### src/rtl/mem_arbiter_pkg.sv
// Shared types and constants for the three-way RAM port arbiter.
package mem_arbiter_pkg;

  typedef enum logic [1:0] {IDLE, BUSY, ROMWP} state_e;

  typedef enum logic [1:0] {G_NONE, G_VID, G_CPU, G_LDR} gnt_e;

  localparam logic [17:0] VID_BASE = 18'h14000;
  localparam logic [17:0] ROM_TOP  = 18'h04000;

endpackage

### src/rtl/arb_slot.sv
// Request-capture slot: latches a one-cycle strobe with its payload, flags overruns.
module arb_slot #(
  parameter int unsigned PW = 8
) (
  input  logic          clk_i,
  input  logic          rst_i,
  input  logic          set_i,
  input  logic          clr_i,
  input  logic [PW-1:0] payload_i,
  output logic          pending_o,
  output logic          overrun_o,
  output logic [PW-1:0] payload_o
);

  logic          pending_q, pending_d;
  logic          overrun_q, overrun_d;
  logic [PW-1:0] payload_q, payload_d;

  always_comb begin
    pending_d = pending_q;
    overrun_d = overrun_q;
    payload_d = payload_q;
    if (clr_i) pending_d = 1'b0;
    // A strobe landing on the completing cycle refills the slot instead of overrunning it.
    if (set_i) begin
      if (pending_q && !clr_i) begin
        overrun_d = 1'b1;
      end else begin
        pending_d = 1'b1;
        payload_d = payload_i;
      end
    end
  end

  always_ff @(posedge clk_i) begin
    if (rst_i) begin
      pending_q <= 1'b0;
      overrun_q <= 1'b0;
      payload_q <= '0;
    end else begin
      pending_q <= pending_d;
      overrun_q <= overrun_d;
      payload_q <= payload_d;
    end
  end

  assign pending_o = pending_q;
  assign overrun_o = overrun_q;
  assign payload_o = payload_q;

endmodule

### src/rtl/mem_arbiter.sv
// Fixed-priority (video > CPU > loader) arbiter for one byte-wide RAM port, with loader
// anti-starvation. Define MEM_ARBITER_ROMWP_EN to drop CPU writes below the ROM top.
module mem_arbiter
  import mem_arbiter_pkg::*;
#(
  parameter int unsigned     AW      = 18,
  parameter logic [AW-1:0]   VIDBASE = AW'(VID_BASE),
  parameter int unsigned     LDMAX   = 15
) (
  input  logic          clock,
  input  logic          reset,
  input  logic          vreq,
  input  logic [12:0]   va,
  output logic [7:0]    vq,
  output logic          vvalid,
  input  logic          creq,
  input  logic          cwe,
  input  logic [AW-1:0] ca,
  input  logic [7:0]    cd,
  output logic [7:0]    cq,
  output logic          cdone,
  input  logic          lreq,
  input  logic [AW-1:0] la,
  input  logic [7:0]    ld,
  output logic          ldone,
  output logic [2:0]    overrun,
  output logic          ramReq,
  output logic          ramWe,
  output logic [AW-1:0] ramA,
  output logic [7:0]    ramD,
  input  logic [7:0]    ramQ,
  input  logic          ramAck
);

  localparam int unsigned CW = $clog2(LDMAX + 2);

  logic          vid_pend, cpu_pend, ldr_pend;
  logic          vid_ovr, cpu_ovr, ldr_ovr;
  logic          vid_clr, cpu_clr, ldr_clr;
  logic [12:0]   vid_va;
  logic          cpu_we;
  logic [AW-1:0] cpu_a, ldr_a;
  logic [7:0]    cpu_d, ldr_d;

  arb_slot #(.PW(13)) u_vid_slot (
    .clk_i     (clock),
    .rst_i     (reset),
    .set_i     (vreq),
    .clr_i     (vid_clr),
    .payload_i (va),
    .pending_o (vid_pend),
    .overrun_o (vid_ovr),
    .payload_o (vid_va)
  );

  arb_slot #(.PW(AW + 9)) u_cpu_slot (
    .clk_i     (clock),
    .rst_i     (reset),
    .set_i     (creq),
    .clr_i     (cpu_clr),
    .payload_i ({cwe, ca, cd}),
    .pending_o (cpu_pend),
    .overrun_o (cpu_ovr),
    .payload_o ({cpu_we, cpu_a, cpu_d})
  );

  arb_slot #(.PW(AW + 8)) u_ldr_slot (
    .clk_i     (clock),
    .rst_i     (reset),
    .set_i     (lreq),
    .clr_i     (ldr_clr),
    .payload_i ({la, ld}),
    .pending_o (ldr_pend),
    .overrun_o (ldr_ovr),
    .payload_o ({ldr_a, ldr_d})
  );

  state_e        state_q, state_d;
  gnt_e          gnt_q, gnt_d, win;
  logic [CW-1:0] cnt_q, cnt_d;
  logic          ram_req_q, ram_req_d, ram_we_q, ram_we_d;
  logic [AW-1:0] ram_a_q, ram_a_d;
  logic [7:0]    ram_d_q, ram_d_d, cq_q, cq_d, vq_q, vq_d;
  logic          cdone_q, cdone_d, vvalid_q, vvalid_d, ldone_q, ldone_d;
  logic          rom_hit;

`ifdef MEM_ARBITER_ROMWP_EN
  assign rom_hit = cpu_we && (cpu_a < AW'(ROM_TOP));
`else
  assign rom_hit = 1'b0;
`endif

  always_comb begin
    state_d   = state_q;
    gnt_d     = gnt_q;
    cnt_d     = cnt_q;
    ram_req_d = ram_req_q;
    ram_we_d  = ram_we_q;
    ram_a_d   = ram_a_q;
    ram_d_d   = ram_d_q;
    cq_d      = cq_q;
    vq_d      = vq_q;
    cdone_d   = 1'b0;
    vvalid_d  = 1'b0;
    ldone_d   = 1'b0;
    vid_clr   = 1'b0;
    cpu_clr   = 1'b0;
    ldr_clr   = 1'b0;
    win       = G_NONE;

    unique case (state_q)
      IDLE: begin
        if (vid_pend) begin
          win = G_VID;
        end else if (ldr_pend && (cnt_q == CW'(LDMAX))) begin
          win   = G_LDR;
          cnt_d = '0;
        end else if (cpu_pend) begin
          win = G_CPU;
          if (ldr_pend && (cnt_q != CW'(LDMAX))) cnt_d = cnt_q + 1'b1;
        end else if (ldr_pend) begin
          win   = G_LDR;
          cnt_d = '0;
        end

        gnt_d = win;
        unique case (win)
          G_VID: begin
            ram_a_d   = VIDBASE + AW'(vid_va);
            ram_we_d  = 1'b0;
            ram_d_d   = '0;
            ram_req_d = 1'b1;
            state_d   = BUSY;
          end
          G_CPU: begin
            if (rom_hit) begin
              state_d = ROMWP;
            end else begin
              ram_a_d   = cpu_a;
              ram_we_d  = cpu_we;
              ram_d_d   = cpu_d;
              ram_req_d = 1'b1;
              state_d   = BUSY;
            end
          end
          G_LDR: begin
            ram_a_d   = ldr_a;
            ram_we_d  = 1'b1;
            ram_d_d   = ldr_d;
            ram_req_d = 1'b1;
            state_d   = BUSY;
          end
          default: ;
        endcase
      end
      BUSY: begin
        if (ramAck) begin
          ram_req_d = 1'b0;
          state_d   = IDLE;
          unique case (gnt_q)
            G_VID: begin
              vid_clr  = 1'b1;
              vvalid_d = 1'b1;
              vq_d     = ramQ;
            end
            G_CPU: begin
              cpu_clr = 1'b1;
              cdone_d = 1'b1;
              if (!ram_we_q) cq_d = ramQ;
            end
            G_LDR: begin
              ldr_clr = 1'b1;
              ldone_d = 1'b1;
            end
            default: ;
          endcase
        end
      end
      ROMWP: begin
        cpu_clr = 1'b1;
        cdone_d = 1'b1;
        state_d = IDLE;
      end
      default: state_d = IDLE;
    endcase
  end

  always_ff @(posedge clock) begin
    if (reset) begin
      state_q   <= IDLE;
      gnt_q     <= G_NONE;
      cnt_q     <= '0;
      ram_req_q <= 1'b0;
      ram_we_q  <= 1'b0;
      ram_a_q   <= '0;
      ram_d_q   <= '0;
      cq_q      <= '0;
      vq_q      <= '0;
      cdone_q   <= 1'b0;
      vvalid_q  <= 1'b0;
      ldone_q   <= 1'b0;
    end else begin
      state_q   <= state_d;
      gnt_q     <= gnt_d;
      cnt_q     <= cnt_d;
      ram_req_q <= ram_req_d;
      ram_we_q  <= ram_we_d;
      ram_a_q   <= ram_a_d;
      ram_d_q   <= ram_d_d;
      cq_q      <= cq_d;
      vq_q      <= vq_d;
      cdone_q   <= cdone_d;
      vvalid_q  <= vvalid_d;
      ldone_q   <= ldone_d;
    end
  end

  assign ramReq  = ram_req_q;
  assign ramWe   = ram_we_q;
  assign ramA    = ram_a_q;
  assign ramD    = ram_d_q;
  assign cq      = cq_q;
  assign vq      = vq_q;
  assign cdone   = cdone_q;
  assign vvalid  = vvalid_q;
  assign ldone   = ldone_q;
  assign overrun = {ldr_ovr, cpu_ovr, vid_ovr};

endmodule

### config.mk
export PLATFORM = sky130hd
export DESIGN_NAME = mem_arbiter
export DESIGN_NICKNAME = d
export VERILOG_FILES = /design/src/rtl/mem_arbiter_pkg.sv /design/src/rtl/arb_slot.sv /design/src/rtl/mem_arbiter.sv
export SDC_FILE = /design/constraint.sdc
export NUM_CORES = 1
export LEC_CHECK = 0
export BUFFER_PORTS_ARGS = -buffer_cell sky130_fd_sc_hd__buf_4
export CAP_MARGIN = 20
export CORE_UTILIZATION = 49
export DETAILED_ROUTE_END_ITERATION = 16
export GPL_ROUTABILITY_DRIVEN = 1
export PLACE_DENSITY = 0.75
export SKIP_LAST_GASP = 1
export SLEW_MARGIN = 10
export SYNTH_ARGS = -nofsm -noshare
export SYNTH_HDL_FRONTEND = slang
export SYNTH_SLANG_ARGS = --single-unit
### constraint.sdc
create_clock -name clock -period 4.8 [get_ports clock]
set_input_delay 0 -clock clock [delete_from_list [all_inputs] [get_ports clock]]
set_output_delay 0 -clock clock [all_outputs]
set_load 0.1 [all_outputs]
# --- Yosys cells after proc, flatten, opt, wreduce, memory -nomap -nowiden ---
# Index checks and enable logic that the tools add are counted.
classes:
  div_mod_pow: 0
  shifts: 0
  n_addsub: 2
  magnitude_cmp: 0
  bitwise: 5
  eq_ne: 13
  n_mux: 36
  mul: 0
  n_reduce_logical: 25
ops:
  columns: ["op", "count"]
  rows:
  - ["$pmux W18 S3", 1]
  - ["$pmux W8 S3", 1]
  - ["$mux W5", 4]
  - ["$mux W1", 19]
  - ["$add A17 B13 Y18 const A", 1]
  - ["$reduce_and A2 Y1", 8]
  - ["$mux W2", 7]
  - ["$eq A2 B2 Y1 const B", 5]
  - ["$reduce_and A4 Y1", 2]
  - ["$eq A2 B1 Y1 const B", 3]
  - ["$reduce_and A3 Y1", 2]
  - ["$reduce_bool A3 Y1", 2]
  - ["$add A5 B1 Y5 const B", 1]
  - ["$eq A5 B4 Y1 const B", 1]
  - ["$logic_and A1 B1 Y1", 5]
  - ["$ne A5 B4 Y1 const B", 1]
  - ["$not A1 Y1", 5]
  - ["$ne A2 B2 Y1 const B", 2]
  - ["$pmux W1 S2", 2]
  - ["$pmux W2 S2", 1]
  - ["$logic_not A1 Y1", 3]
  - ["$ne A3 B3 Y1 const B", 1]
  - ["$pmux W1 S3", 1]
  - ["$reduce_or A3 Y1", 1]
  - ["2 further kinds", 2]
word_totals:
  romBits: 0
  latchBits: 0
  reg_bits: 128
  out_inout_bits: 50
  mem_count: 0
  in_bits: 80
  ramBits: 0

# --- Logic depth before layout (Yosys ltp) ---
depth:
  depth_word: 9
  depth_mapped: 8

# --- Modules after synthesis ---
# Synthesis repeated with hierarchy kept, for this count alone.
unflattened:
  cells_unflattened: 588
  area_unflattened_um2: 5684.2
modules_own_cells:
  columns: ["module", "seq_area_each_um2", "cells_each", "n_inst", "area_each_um2"]
  rows:
  - ["mem_arbiter", 1081.0, 277, 1, 2418.6]
  - ["arb_slot at u_cpu_slot", 580.6, 125, 1, 1316.3]
  - ["arb_slot at u_ldr_slot", 560.5, 121, 1, 1273.7]
  - ["arb_slot at u_vid_slot", 300.3, 65, 1, 675.6]

# --- Worst setup path after synthesis ---
# Ideal clock, no wire load.
synth_timing:
  path_type: "reg-to-reg"
  startpoint: "register ramReq (netlist name)"
  endpoint: "register u_cpu_slot.payload_q[10], in the netlist u_cpu_slot.payload_o[10]"
  arrival_time_ps: 2165
  period_less_slack_ps: 2292
  path_buffers: 3
  path_stages_with_launch: 8
  required_time_ps: 4672
  slack_ps: 2508
  cell_sequence: "dfxtp_1 buf_4 nand4b_1 a21boi_0 buf_4 buf_6 mux2i_1 nor2_1"
synth_lines:
  columns: ["element", "line", "source"]
  rows:
  - ["end signal, assigned", "arb_slot.sv:43", "payload_q <= payload_d;"]
  - ["end, declared", "arb_slot.sv:17", "logic [PW-1:0] payload_q, payload_d;"]

==> results_dict.tcl <==
set metrics [dict create \
    totalNegativeSetupSlack_ps 0 \
    drtAntennaViolNets 0 \
    hold_path_end "u_cpu_slot.payload_o[11]" \
    dpl_ws_ps 2192 \
    final.fill_count 624 \
    status "complete, no violations" \
    dpl.cell_count 731 \
    detailedPlacementHpwl_um 8088 \
    cts_tree "yes" \
    worstPathRequired_ps 5190 \
    seq_area_frac_synth 0.5197 \
    buffers_from_clock_root_to_sink_at_most 2 \
    num_vias 4602 \
    cts_num_sinks 126 \
    areaGrowthSynthToFinish_pct 53.00 \
    hold_viol 0 \
    timing_worst_slew_pin_value_ps 1031 \
    clk_pin_slew_worst_paths_ps 60 \
    design.die.area_um2 10310 \
    gr-total-overflow 0 \
    clockRootBuffer "sky130_fd_sc_hd__clkbuf_8" \
    dominantRegCellSynth "sky130_fd_sc_hd__dfxtp_1" \
    r2r-start "ramReq" \
    most_common_cell_after_layout_fill_and_taps_aside "sky130_fd_sc_hd__buf_4" \
    number_of_enable_type_register_cells_in_the_synthesized_netlist 0 \
    cap_viol_max_count 0 \
    timing_max_transition_violations_final 0 \
    worst_r2r_endpoint "u_cpu_slot.payload_o[26]" \
    ctsHtreeMaxLevel 4 \
    port-buffer-count 129 \
    r2r_cells 6 \
    timing.critical_path.to_type "register" \
    holdCritPathClass "in -> reg" \
    wl_met3_um 813 \
    routed_wire_length_per_instance_um 16.54 \
    setup_slack_ps 1638 \
    cp.arrival_ps 3550 \
    fin_crit_ps 3162 \
    timing.hold.worst.start "ca[3]" \
    floorplan.rows 35 \
    totalWireLength_um 14240 \
    core_region_area_um2 9415 \
    dr.pass1.iters 5 \
    grt_pass1_wl_um 22360 \
    r2r_setup_slack_ps 1640 \
    postCtsSetupBuffers 0 \
    rsz0062_at_grt "false" \
    detail_route.vias_per_cell 5.345 \
    crit_fanout 19 \
    post-route-util 0.7887 \
    yosys_warnings 0 \
    syn_avg_cell_area_um2 9.516 \
    final_layout_size_suffix_gt1_frac 0.2339 \
    final_cell_count_no_fill 861 \
    synth.ff_latch_count 126 \
    largest_net_degree_at_the_start_of_global_routing 80 \
    synth.net_count 592 \
    ys_async_sr_fraction 0 \
    post_synthesis_cell_area_um2 4853 \
    slew-limit-headroom 0.3126 \
    cts_made_buffers 17 \
    met2_length_um 7204 \
    gpl.final_weighted_congestion 0.7951 \
    p_per_area_nw_per_um2 407.3 \
    syn_inst 510 \
    worst_hold_path_depth 4 \
    clock_insertion_delay_worst_skew_ps 510 \
    p_leak_nw 3.169 \
    drt_iter0_drc 164 \
    wirelength_met1_um 5802 \
    highest-signal-layer "met4" \
    worst_clock_skew_ps 15.78 \
    finish.net_count 800 \
    dieWidth_um 101.5 \
    startpoint_types "register" \
    final_cell_mix "sky130_fd_sc_hd__buf_4 (133), sky130_fd_sc_hd__dfxtp_1 (126), sky130_fd_sc_hd__nor2_1 (101)" \
    grt_pass1_vias 4682 \
    final_min_period_over_clock_period 0.6588 \
    number_of_antenna_violations_at_the_first_check_in_global_routing 1 \
    fmaxAchievable_mhz 316.2 \
    die_h_um 101.5 \
    initial_core_util 0.5155 \
    crit_path_class "reg -> reg" \
    remaining_routing_drc_violations 0 \
    p_total_w 0.003024 \
    post_synth_num_cell_types 38 \
    io_pins 130 \
    setup_viol_count_final 0 \
    irDropWorstVdd_uv 288.7 \
    groute.usage.overall 0.2863 \
]
==> metrics by stage <==
stage,instance area (um^2),hold slack [ps]
5_1_grt,7426,268.6
2_1_floorplan,4853,117.4
3_5_place_dp,5822,241.5
3_3_place_gp,5794,227.7
4_1_cts,7423,246.0
6_report,7426,265.6
==> area by class of cell <==
| cell class | instances | area (um^2) | share of cell area |
|---|---|---|---|
| Antenna cell | 1 | 2.502 | 0.0003370 |
| Clock buffer | 19 | 441.7 | 0.05948 |
| Clock inverter | 13 | 188.9 | 0.02544 |
| Inverter | 2 | 7.507 | 0.001011 |
| Multi-Input combinational cell | 340 | 2105 | 0.2834 |
| Sequential cell | 126 | 2522 | 0.3397 |
| Tap cell | 129 | 161.4 | 0.02174 |
| Timing Repair Buffer | 231 | 1997 | 0.2689 |
==> registers in the layout (all words and copies together) (netlist names), 2 cells and up <==
| signal | cells |
|---|---|
| u_vid_slot.payload_o | 13 |
| u_ldr_slot.payload_o | 26 |
| u_cpu_slot.payload_o | 27 |
| cq | 8 |
| ramA | 18 |
| ramD | 8 |
| gnt_q | 2 |
| vq | 8 |
| cnt_q | 5 |
==> repair_timing <==
| action | 4_1_cts | 5_1_grt |
|---|---|---|
| endpoints found under the hold margin | 94 | 0 |
| gates resized for setup | 0 | 0 |
| hold buffers | 97 | 0 |
==> worst max-delay path, stage by stage (launching register included) <==
cell and delay, ps:
sky130_fd_sc_hd__dfxtp_1 540, sky130_fd_sc_hd__nand4b_1 570, sky130_fd_sc_hd__a21boi_4 640, sky130_fd_sc_hd__buf_4 430, sky130_fd_sc_hd__mux2i_1 240, sky130_fd_sc_hd__nor2_1 50
sky130_fd_sc_hd__dlygate4sd3_1 570
==> worst max-delay path by stage <==
stage / depth (start not counted) / slack, ps / to / from
floorplan: 7 / 2510 / u_cpu_slot.payload_o[10] / ramReq
global placement: 5 / 2300 / u_cpu_slot.payload_o[13] / ramReq
detailed placement: 5 / 2190 / u_cpu_slot.payload_o[10] / ramReq
CTS: 6 / 1650 / u_cpu_slot.payload_o[26] / ramReq
global route: 6 / 1430 / u_cpu_slot.payload_o[26] / ramReq
finish: 6 / 1640 / u_cpu_slot.payload_o[26] / ramReq
==> logic make-up after synthesis <==
logic type / Yosys count / synth area share
AND/OR/NAND/NOR: 173 / 0.1544
multiplexers: 66 / 0.1361
AO/OA/AOI/OAI: 99 / 0.1333
flip-flops: 126 / 0.5197
adder cells (fa/ha/maj): 2 / 0.005155
buffers and inverters: 44 / 0.05130
==> layer usage <==
metal	GRT usage	vias up
met5	0	-
met4	0.1260	0
met3	0.07798	39
met2	0.5057	187
met1	0.3225	2187
li1	-	2189
==> where the power goes <==
| group | switching (W) | internal [W] |
|---|---|---|
| sequential | 0.0000475 | 0.00111 |
| clock | 0.000473 | 0.000872 |
| combinational | 0.000323 | 0.000202 |
| total | 0.000844 | 0.00218 |
==> Yosys cell counts (all sizes together) (2+ instances only) <==
master | number | area share
a211oi | 15 | 0.023
a21boi | 4 | 0.0070
a21oi | 26 | 0.027
a221oi | 14 | 0.025
a22oi | 12 | 0.019
a31oi | 3 | 0.0039
and2 | 2 | 0.0026
buf | 18 | 0.031
clkbuf | 24 | 0.019
dfxtp | 126 | 0.52
ha | 2 | 0.0052
inv | 2 | 0.0015
mux2i | 66 | 0.14
nand2 | 42 | 0.032
nand3b | 12 | 0.019
nand4b | 2 | 0.0036
nor2 | 101 | 0.078
nor3 | 3 | 0.0031
o21ai | 21 | 0.022
o22ai | 2 | 0.0026
or3 | 2 | 0.0026
Power figures use the tool's default switching activity.
